<file path="src/rtl/fme_pkg.sv">
// Shared types, candidate geometry and saturating arithmetic for fractional
// motion estimation refinement.
package fme_pkg;

  localparam int NUM_CAND = 9;

  typedef enum logic [2:0] {
    IDLE,
    RUN,
    CMP,
    WAIT,
    UPD,
    DONE
  } state_e;

  typedef enum logic {
    HALF,
    QUARTER
  } stage_e;

  // Unit offsets of the 3x3 search pattern; index 0 is the centre.
  localparam int DX_TAB [NUM_CAND] = '{0, -1, 0, 1, -1, 1, -1, 0, 1};
  localparam int DY_TAB [NUM_CAND] = '{0, -1, -1, -1, 0, 0, 1, 1, 1};

  function automatic int cand_dx(input logic [3:0] idx);
    return (idx < 4'(NUM_CAND)) ? DX_TAB[idx] : 0;
  endfunction

  function automatic int cand_dy(input logic [3:0] idx);
    return (idx < 4'(NUM_CAND)) ? DY_TAB[idx] : 0;
  endfunction

  // Adds off to base and clamps to the signed range of a width-bit value.
  function automatic int sat_add(input int base, input int off, input int width);
    int sum;
    int hi;
    int lo;
    sum = base + off;
    hi  = (1 << (width - 1)) - 1;
    lo  = -hi - 1;
    if (sum > hi) return hi;
    if (sum < lo) return lo;
    return sum;
  endfunction

endpackage

</file>
<file path="src/rtl/fme_search_ctrl_cmp.sv">
// 9-way minimum selector: registers the index of the lowest distortion
// (lowest index wins ties) one cycle after en_i.
module fme_search_ctrl_cmp
  import fme_pkg::*;
#(
  parameter int DIST_W = 16
) (
  input  logic              clk,
  input  logic              rst,
  input  logic              en_i,
  input  logic [DIST_W-1:0] dist_i [NUM_CAND],
  output logic [3:0]        best_idx_o
);

  logic [3:0]        best_idx_d;
  logic [3:0]        best_idx_q;
  logic [DIST_W-1:0] best_dist;

  // Strict less-than keeps the earliest index on equal distortions.
  always_comb begin
    best_idx_d = '0;
    best_dist  = dist_i[0];
    for (int i = 1; i < NUM_CAND; i++) begin
      if (dist_i[i] < best_dist) begin
        best_idx_d = 4'(i);
        best_dist  = dist_i[i];
      end
    end
  end

  always_ff @(posedge clk) begin
    if (rst) begin
      best_idx_q <= '0;
    end else if (en_i) begin
      best_idx_q <= best_idx_d;
    end
  end

  assign best_idx_o = best_idx_q;

endmodule

</file>
<file path="src/rtl/fme_search_ctrl.sv">
// Two-stage (half-pel then quarter-pel) fractional ME refinement sequencer.
// Request handshake: a candidate transfers on a cycle where req_valid && req_ready.
module fme_search_ctrl
  import fme_pkg::*;
#(
  parameter int MV_W   = 12,
  parameter int DIST_W = 16
) (
  input  logic              clk,
  input  logic              rst,
  input  logic              start,
  input  logic [MV_W-1:0]   imv_x,
  input  logic [MV_W-1:0]   imv_y,
  output logic              busy,
  output logic              req_valid,
  input  logic              req_ready,
  output logic [3:0]        req_idx,
  output logic [MV_W-1:0]   req_mv_x,
  output logic [MV_W-1:0]   req_mv_y,
  input  logic              rsp_valid,
  input  logic [3:0]        rsp_idx,
  input  logic [DIST_W-1:0] rsp_dist,
  output logic              done,
  output logic [MV_W-1:0]   mv_x,
  output logic [MV_W-1:0]   mv_y,
  output logic [DIST_W-1:0] best_cost,
  output logic [2:0]        dbg_state
);

  state_e              state_q, state_d;
  stage_e              stage_q, stage_d;
  logic [3:0]          cnt_q, cnt_d;
  logic [NUM_CAND-1:0] mask_q, mask_d;
  logic [MV_W-1:0]     cx_q, cx_d, cy_q, cy_d;
  logic [MV_W-1:0]     mv_x_q, mv_x_d, mv_y_q, mv_y_d;
  logic [DIST_W-1:0]   cost_q, cost_d;
  logic [DIST_W-1:0]   dist_q [NUM_CAND];
  logic [3:0]          best_idx;
  logic                rsp_hit;
  int                  step;
  logic [MV_W-1:0]     upd_x, upd_y;

  assign rsp_hit   = (state_q == RUN) && rsp_valid && (rsp_idx < 4'(NUM_CAND));
  assign req_valid = (state_q == RUN) && (cnt_q < 4'(NUM_CAND));
  assign req_idx   = cnt_q;
  assign busy      = (state_q != IDLE);
  assign done      = (state_q == DONE);
  assign mv_x      = mv_x_q;
  assign mv_y      = mv_y_q;
  assign best_cost = cost_q;
  assign dbg_state = state_q;

  // Candidate and recentred MVs share the same clamp to the signed MV range.
  always_comb begin
    step     = (stage_q == HALF) ? 2 : 1;
    req_mv_x = MV_W'(sat_add(int'($signed(cx_q)), cand_dx(cnt_q) * step, MV_W));
    req_mv_y = MV_W'(sat_add(int'($signed(cy_q)), cand_dy(cnt_q) * step, MV_W));
    upd_x    = MV_W'(sat_add(int'($signed(cx_q)), cand_dx(best_idx) * step, MV_W));
    upd_y    = MV_W'(sat_add(int'($signed(cy_q)), cand_dy(best_idx) * step, MV_W));
  end

  always_comb begin
    state_d = state_q;
    stage_d = stage_q;
    cnt_d   = cnt_q;
    mask_d  = mask_q;
    cx_d    = cx_q;
    cy_d    = cy_q;
    mv_x_d  = mv_x_q;
    mv_y_d  = mv_y_q;
    cost_d  = cost_q;
    unique case (state_q)
      IDLE: begin
        if (start) begin
          cx_d    = imv_x;
          cy_d    = imv_y;
          stage_d = HALF;
          cnt_d   = '0;
          mask_d  = '0;
          state_d = RUN;
        end
      end
      RUN: begin
        if (req_valid && req_ready) cnt_d = cnt_q + 4'd1;
        if (rsp_hit) mask_d[rsp_idx] = 1'b1;
        // The response completing the mask is written this same edge.
        if (cnt_q == 4'(NUM_CAND) && mask_d == '1) state_d = CMP;
      end
      CMP:  state_d = WAIT;
      WAIT: state_d = UPD;
      UPD: begin
        cx_d = upd_x;
        cy_d = upd_y;
        if (stage_q == HALF) begin
          stage_d = QUARTER;
          cnt_d   = '0;
          mask_d  = '0;
          state_d = RUN;
        end else begin
          mv_x_d  = upd_x;
          mv_y_d  = upd_y;
          cost_d  = dist_q[best_idx];
          state_d = DONE;
        end
      end
      DONE:    state_d = IDLE;
      default: state_d = IDLE;
    endcase
  end

  always_ff @(posedge clk) begin
    if (rst) begin
      state_q <= IDLE;
      stage_q <= HALF;
      cnt_q   <= '0;
      mask_q  <= '0;
      cx_q    <= '0;
      cy_q    <= '0;
      mv_x_q  <= '0;
      mv_y_q  <= '0;
      cost_q  <= '0;
    end else begin
      state_q <= state_d;
      stage_q <= stage_d;
      cnt_q   <= cnt_d;
      mask_q  <= mask_d;
      cx_q    <= cx_d;
      cy_q    <= cy_d;
      mv_x_q  <= mv_x_d;
      mv_y_q  <= mv_y_d;
      cost_q  <= cost_d;
    end
  end

  always_ff @(posedge clk) begin
    if (rst) begin
      for (int i = 0; i < NUM_CAND; i++) dist_q[i] <= '0;
    end else if (rsp_hit) begin
      dist_q[rsp_idx] <= rsp_dist;
    end
  end

  fme_search_ctrl_cmp #(
    .DIST_W(DIST_W)
  ) u_cmp (
    .clk       (clk),
    .rst       (rst),
    .en_i      (state_q == CMP),
    .dist_i    (dist_q),
    .best_idx_o(best_idx)
  );

endmodule
</file>
<file path="config.mk">
export PLATFORM = sky130hd
export DESIGN_NAME = fme_search_ctrl
export DESIGN_NICKNAME = d
export VERILOG_FILES = /design/src/rtl/fme_pkg.sv /design/src/rtl/fme_search_ctrl_cmp.sv /design/src/rtl/fme_search_ctrl.sv
export SDC_FILE = /design/constraint.sdc
export NUM_CORES = 1
export LEC_CHECK = 0
export ABC_AREA = 0
export CORE_MARGIN = 3
export CORE_UTILIZATION = 54
export CTS_BUF_LIST = sky130_fd_sc_hd__clkbuf_4 sky130_fd_sc_hd__clkbuf_8
export DETAILED_ROUTE_END_ITERATION = 12
export PLACE_DENSITY = 0.74
export SLEW_MARGIN = 0
export SYNTH_ARGS = -nofsm -noshare
export SYNTH_HDL_FRONTEND = slang
export SYNTH_HIERARCHICAL = 1
export SYNTH_SLANG_ARGS = --single-unit
</file>
<file path="constraint.sdc">
create_clock -name clk -period 21.7 [get_ports clk]
set_clock_uncertainty 0.05 [all_clocks]
set_input_delay 2.17 -clock clk [delete_from_list [all_inputs] [get_ports clk]]
set_output_delay 2.17 -clock clk [all_outputs]
set_load 0.005 [all_outputs]
</file>
# After elaboration in Yosys (flattened, before gate mapping)
# Memories as Yosys holds them, arrays and structs flattened.
# Cells that the tools add are included.
# classes
addsub	5
n_mul	4
div	0
n_lt_le_gt_ge	25
n_eq_ne	11
shifts	0
muxes	83
bitwise_logic	4
n_reduce_logical	16
# ops
cell	count
two-way mux 32 bit	12
two-way mux 12 bit	14
two-way mux 16 bit	10
bitwise mux 144 bit	1
adder 12 x 32 -> 32 bit	4
greater-than comparator 32 x 12 -> 1 bit, second input constant	4
< comparator 16 bit	8
< comparator 32 x 12 -> 1 bit, second input constant	4
multiplier 32 x 3 -> 32 bit	4
binary-select mux 16 bit (select 4 bit)	1
demux 16 bit (select 4 bit)	1
case mux 12 bit (2 select lines)	2
two-way mux 11 bit	4
two-way mux 9 bit	4
case mux 9 bit (3 select lines)	1
two-way mux 3 bit	7
two-way mux 4 bit	4
greater-or-equal comparator 5 bit, second input constant	3
two-way mux 1 bit	15
inverter 4 -> 5 bit	3
case mux 3 bit (5 select lines)	1
< comparator 4 bit, second input constant	3
case mux 4 bit (3 select lines)	1
equality test 9 bit, second input constant	1
21 further kinds	36
# word_totals
reg_bits	229
latch_bits	0
mem_bits_rw	0
romBits	2048
in_bits	49
out_inout_bits	74
wordCells	171
mem_count	4
# memory_table
memory	words	width	rd	rd_ports_with_merged_regs	wr	line	source
(no name shown)	16	32	1	0	0	fme_pkg.sv:30	return (idx < 4'(NUM_CAND)) ? DY_TAB[idx] : 0;
(no name shown)	16	32	1	0	0	fme_pkg.sv:26	return (idx < 4'(NUM_CAND)) ? DX_TAB[idx] : 0;
(no name shown)	16	32	1	0	0	fme_pkg.sv:30	
(no name shown)	16	32	1	0	0	fme_pkg.sv:26	

# Logic depth before layout (Yosys ltp)
# depth
depth_word	16
ltp_mapped	114
depth_no_buf	103

# By module
# The synthesis kept the hierarchy.
# by_module_without_submodules
module	instances	cells_each	area_per_inst_um2	seq_area_each_um2
fme_search_ctrl	1	1515	13738.2	4504.3
fme_search_ctrl_cmp	1	707	4893.4	80.1

# Worst setup path after synthesis
# OpenSTA, ideal clock, no wires.
# synth_timing
path_type	reg2reg
startpoint	reg dist_q[134] (netlist name)
endpoint	reg u_cmp.best_idx_q[2] (netlist: u_cmp/best_idx_o[2])
setup_time_ns	0.126
arrival_ns	18.060
required_time_ns	21.524
setup_slack_ns	3.464
stages_incl_launch_ff	110
n_path_buf	11
period_less_slack_ns	18.236
cell_sequence	dfxtp_1 inv_1 ha_1 and3_1 o311a_1 o21a_1 nor3_4 clkbuf_1 clkbuf_1 a21oi_1 ha_1 nand4_1 or2_2 o21ai_0 a31oi_2 nand2_2 clkbuf_1 buf_1 [... 74 more ...] o21ai_2 buf_4 a21oi_2 ha_1 a21oi_1 nor2b_1 o21ai_0 nand2b_1 a21oi_1 nor2b_1 o21ai_0 nand2b_1 a21oi_1 and4b_1 nand2_1 o211a_1 o41ai_1 a21oi_1
# synth_via
elab_chain_len	16
elab_cells_between_ends	20
classes_between	8 x order compare; 12 x mux
# synth_lines
element	line	source
from (decl)	fme_search_ctrl.sv:37	logic [DIST_W-1:0] dist_q [NUM_CAND];
from (signal, indexed assignment)	fme_search_ctrl.sv:139	dist_q[rsp_idx] <= rsp_dist;
< comparator 16 bit	fme_search_ctrl_cmp.sv:24	if (dist_i[i] < best_dist) begin
two-way mux 16 bit *	fme_search_ctrl_cmp.sv:24	
< comparator 16 bit	fme_search_ctrl_cmp.sv:24	
two-way mux 16 bit *	fme_search_ctrl_cmp.sv:24	
< comparator 16 bit	fme_search_ctrl_cmp.sv:24	
two-way mux 16 bit *	fme_search_ctrl_cmp.sv:24	
< comparator 16 bit	fme_search_ctrl_cmp.sv:24	
two-way mux 16 bit	fme_search_ctrl_cmp.sv:24	
< comparator 16 bit	fme_search_ctrl_cmp.sv:24	
two-way mux 16 bit	fme_search_ctrl_cmp.sv:24	
< comparator 16 bit	fme_search_ctrl_cmp.sv:24	
two-way mux 16 bit	fme_search_ctrl_cmp.sv:24	
< comparator 16 bit	fme_search_ctrl_cmp.sv:24	
two-way mux 16 bit	fme_search_ctrl_cmp.sv:24	
< comparator 16 bit	fme_search_ctrl_cmp.sv:24	
two-way mux 4 bit *	fme_search_ctrl_cmp.sv:24	
to (signal assigned)	fme_search_ctrl_cmp.sv:35	best_idx_q <= best_idx_d;
to (decl)	fme_search_ctrl_cmp.sv:16	logic [3:0] best_idx_q;
# Mark *: on every way between the ends. The rest lies on a longest branch, timed or not.
# A chain may end at the register's enable or synchronous reset.

# Worst setup path in the final report
# layout_timing
startpoint	reg dist_q[139] (netlist name)
endpoint	reg u_cmp.best_idx_q[2] (netlist: u_cmp/best_idx_o[2])
# The elaborated chain is that of the path after synthesis.

==> flow_metrics.env <==
export IMPL_status="finished clean"
export IMPL_area_growth_pct=12.6
export IMPL_setup_tns_ps=0
export IMPL_r2r_slack_ps=1740
export IMPL_yosysTopAreaCell="dfxtp_1"
export IMPL_endpoint_kind="register"
export IMPL_root_buffer="clkbuf_8"
export IMPL_gp_congestion=0.979
export IMPL_num_antenna_cells=0
export IMPL_clock_latency_ps=610
export IMPL_initial_utilization=0.551
export IMPL_p_sw_uw=669
export IMPL_stdcell_area_um2=21000
export IMPL_maxSlewViolCount=0
export IMPL_rsz0062_at_grt="false"
export IMPL_htree_levels=2
export IMPL_worst_slew_pin_transition_ps=1270
export IMPL_drc=0
export IMPL_syn_area_um2=18600
export IMPL_setup_viol=0
export IMPL_drtPass1Iterations=6
export IMPL_cts_made_buffers=42
export IMPL_relSlewSlack=0.147
export IMPL_power_internal_uw=927
export IMPL_power_share_switching=0.419
export IMPL_arrival_ps=20340
export IMPL_timing_rr_start="dist_q[139]$_SDFFE_PP0P_"
export IMPL_cp_slowest_cell="o31a_2"
export IMPL_cp_start_kind="register"
export IMPL_drt_iter0_drc=1145
export IMPL_whs_endpoint="mask_q[4]$_SDFFE_PP0P_"
export IMPL_cp_top_family="compound AO/OA/AOI/OAI gates"
export IMPL_die_y_um=192
export IMPL_peakVddDrop_mv=0.121
export IMPL_power_leakage_nw=9.08
export IMPL_fin_crit_ps=19960
export IMPL_synth_seq_area_share=0.246
export IMPL_worst_setup_path_type="reg -> reg"
export IMPL_postSynthCellCount=2222
export IMPL_period_share=0.920
export IMPL_fmax_ghz=0.0501
export IMPL_dpl_instance_area_um2=20100
export IMPL_cp_slowest_stage_delay_ps=540
export IMPL_synth_top_area_frac=0.246
export IMPL_power_share_clock=0.270
export IMPL_worst_path_buf_inv=6
export IMPL_postSynthAreaPerCell_um2=8.39
export IMPL_cp_required_ps=22080
export IMPL_ys_ff_latch=229
export IMPL_cts_sinks=229
export IMPL_path_common_cell="a21oi_1"
export IMPL_whs_path_depth=2
export IMPL_die_x_um=192
export IMPL_path_max_fanout=32
export IMPL_min_path_type="reg -> reg"
export IMPL_pin_count=123
export IMPL_routed_wirelength_mm=54.3
export IMPL_hold_viol_final=0
export IMPL_port_buffers=122
export IMPL_rows=67
export IMPL_synth_warnings=6
export IMPL_fin_nets=2577
export IMPL_viasPerCell=6.08
export IMPL_async_reset_ff_frac=0
export IMPL_final_cell_mix="nor2_1 (310), dfxtp_1 (227), ha_1 (213), mux2i_1 (185)"
export IMPL_synth_edf_count=0
export IMPL_dpl_hpwl_mm=40.8
export IMPL_hold_path_startpoint="mask_q[4]$_SDFFE_PP0P_"
export IMPL_power_frac_comb=0.460
export IMPL_grt_pass1_wl_mm=86.5
export IMPL_drt_wirelength_per_cell_um=19.6
export IMPL_cts_clk_slew_worst_paths_ps=60
export IMPL_core_area_um2=33800
export IMPL_p_per_area_nw_per_um2=76.1
export IMPL_clockBufferDepth=3
export IMPL_cap_violations=0
export IMPL_grt_ovfl_total=0
export IMPL_antenna_found_initial=0
export IMPL_pwr_share_seq=0.271
export IMPL_grt_pass1_vias=16500
export IMPL_synth_area_leaders="dfxtp_1 (25%), ha_1 (14%), mux2i_1 (9.9%)"
export IMPL_dieArea_um2=36800
export IMPL_rr_endpoint="u_cmp/best_idx_o[2]$_SDFFE_PP0P_"
export IMPL_cts_hold_buf=0
export IMPL_final_common_cell="nor2_1"
export IMPL_r2r_worst_path_cells=101
export IMPL_grt_usage=0.293
export IMPL_drive_gt1_frac=0.0867
export IMPL_ant_nets=0
export IMPL_dr_total_vias=16800
export IMPL_cts_tree="done"
export IMPL_grt_max_degree=142
export IMPL_synth_cell_types=97
export IMPL_synthFlopType="dfxtp_1"
[power groups by stage]
stage               clock [mW]  combinational [mW]  sequential, mW
floorplan                    0               0.575           0.438
global placement             0               0.686           0.441
detailed placement           0               0.700           0.441
CTS                      0.438               0.704           0.432
global route             0.455               0.799           0.432
finish                   0.430               0.734           0.432
[area by class of cell]
type,count,area [um^2]
sequential,229,4590
timing repair buffer,143,1380
fill,2996,12800
multi-input combinational,1743,13100
tap,448,561
inverter,132,495
clock inverter,11,87.6
clock buffer,61,758
[layer usage]
metal  up-vias  track usage  share of wire
met5         -            0              0
li1       8093            -              -
met1      7941        0.366           0.43
met2       595        0.497           0.47
met3       184       0.0380          0.056
met4         0        0.145          0.052
[synthesized netlist by cell type, drive strengths merged (21+ instances only)]
| cell | number |
|---|---|
| fa | 24 |
| dfxtp | 229 |
| nand2b | 71 |
| ha | 213 |
| inv | 132 |
| xnor2 | 21 |
| nor2b | 28 |
| o21ai | 97 |
| nor3 | 43 |
| nor2 | 310 |
| a221oi | 21 |
| a21oi | 166 |
| mux2i | 185 |
| o21a | 25 |
| buf | 33 |
| clkbuf | 88 |
| nand2 | 156 |
| a21o | 31 |
| mux4 | 32 |
| a211oi | 33 |
| nand4 | 25 |
| o211ai | 23 |
[kinds of logic after synthesis]
group,Yosys count,synth area share
compound gates,503,0.179
xor+xnor,32,0.0150
fa+ha+maj,237,0.169
buf+inv,253,0.0543
flops,229,0.246
mux,234,0.148
other cells,1,0.000201
simple gates,733,0.188
[worst max path at each step]
stage	end	start	cells past startpoint	slack (ps)
after global placement	u_cmp/best_idx_o[2]$_SDFFE_PP0P_	dist_q[134]$_SDFFE_PP0P_	101	2330
after floorplan	u_cmp/best_idx_o[2]$_SDFFE_PP0P_	dist_q[134]$_SDFFE_PP0P_	109	3460
final	u_cmp/best_idx_o[2]$_SDFFE_PP0P_	dist_q[139]$_SDFFE_PP0P_	101	1740
after global routing	u_cmp/best_idx_o[1]$_SDFFE_PP0P_	dist_q[137]$_SDFFE_PP0P_	102	80
after detailed placement	u_cmp/best_idx_o[2]$_SDFFE_PP0P_	dist_q[134]$_SDFFE_PP0P_	101	1530
after CTS	u_cmp/best_idx_o[2]$_SDFFE_PP0P_	dist_q[134]$_SDFFE_PP0P_	100	1390
[sequential cells by signal, indices dropped and copies added (netlist names)]
name	count
dist_q	144
best_cost	16
cx_q	12
cy_q	12
mv_x	12
mv_y	12
mask_q	9
req_idx	4
u_cmp/best_idx_o	4
dbg_state	3
stage_q	1
[through the flow]
step / hold slack, ps / worst slack (ps) / cells / utilization / power (mW)
after floorplan: 386 / 3460 / 2225 / - / 1.01
after global placement: 397 / 2330 / 2691 / 0.594 / 1.13
after detailed placement: 414 / 1530 / 2691 / 0.594 / 1.14
after CTS: 429 / 1390 / 2763 / 0.620 / 1.57
after global routing: 467 / 83.2 / 2767 / 0.621 / 1.69
final: 422 / 1740 / 2767 / 0.621 / 1.60
[worst reg2reg max path, delay by kind of cell, from the launching register on]
| kind | cells | cell delay, ps |
|---|---|---|
| multiplexers | 2 | 570 |
| adder cells (fa/ha/maj) | 8 | 2320 |
| flip-flops | 1 | 350 |
| AO/OA/AOI/OAI | 50 | 10650 |
| AND/OR/NAND/NOR | 35 | 5200 |
| buffers and inverters | 6 | 700 |
[what timing repair did]
item                                    4_1_cts  5_1_grt
hold endpoints to repair                      0        0
setup buffers                                 0        4
gates resized for setup                       0        4
endpoints found under the setup margin        0        4
Power figures use the tool's default switching activity.
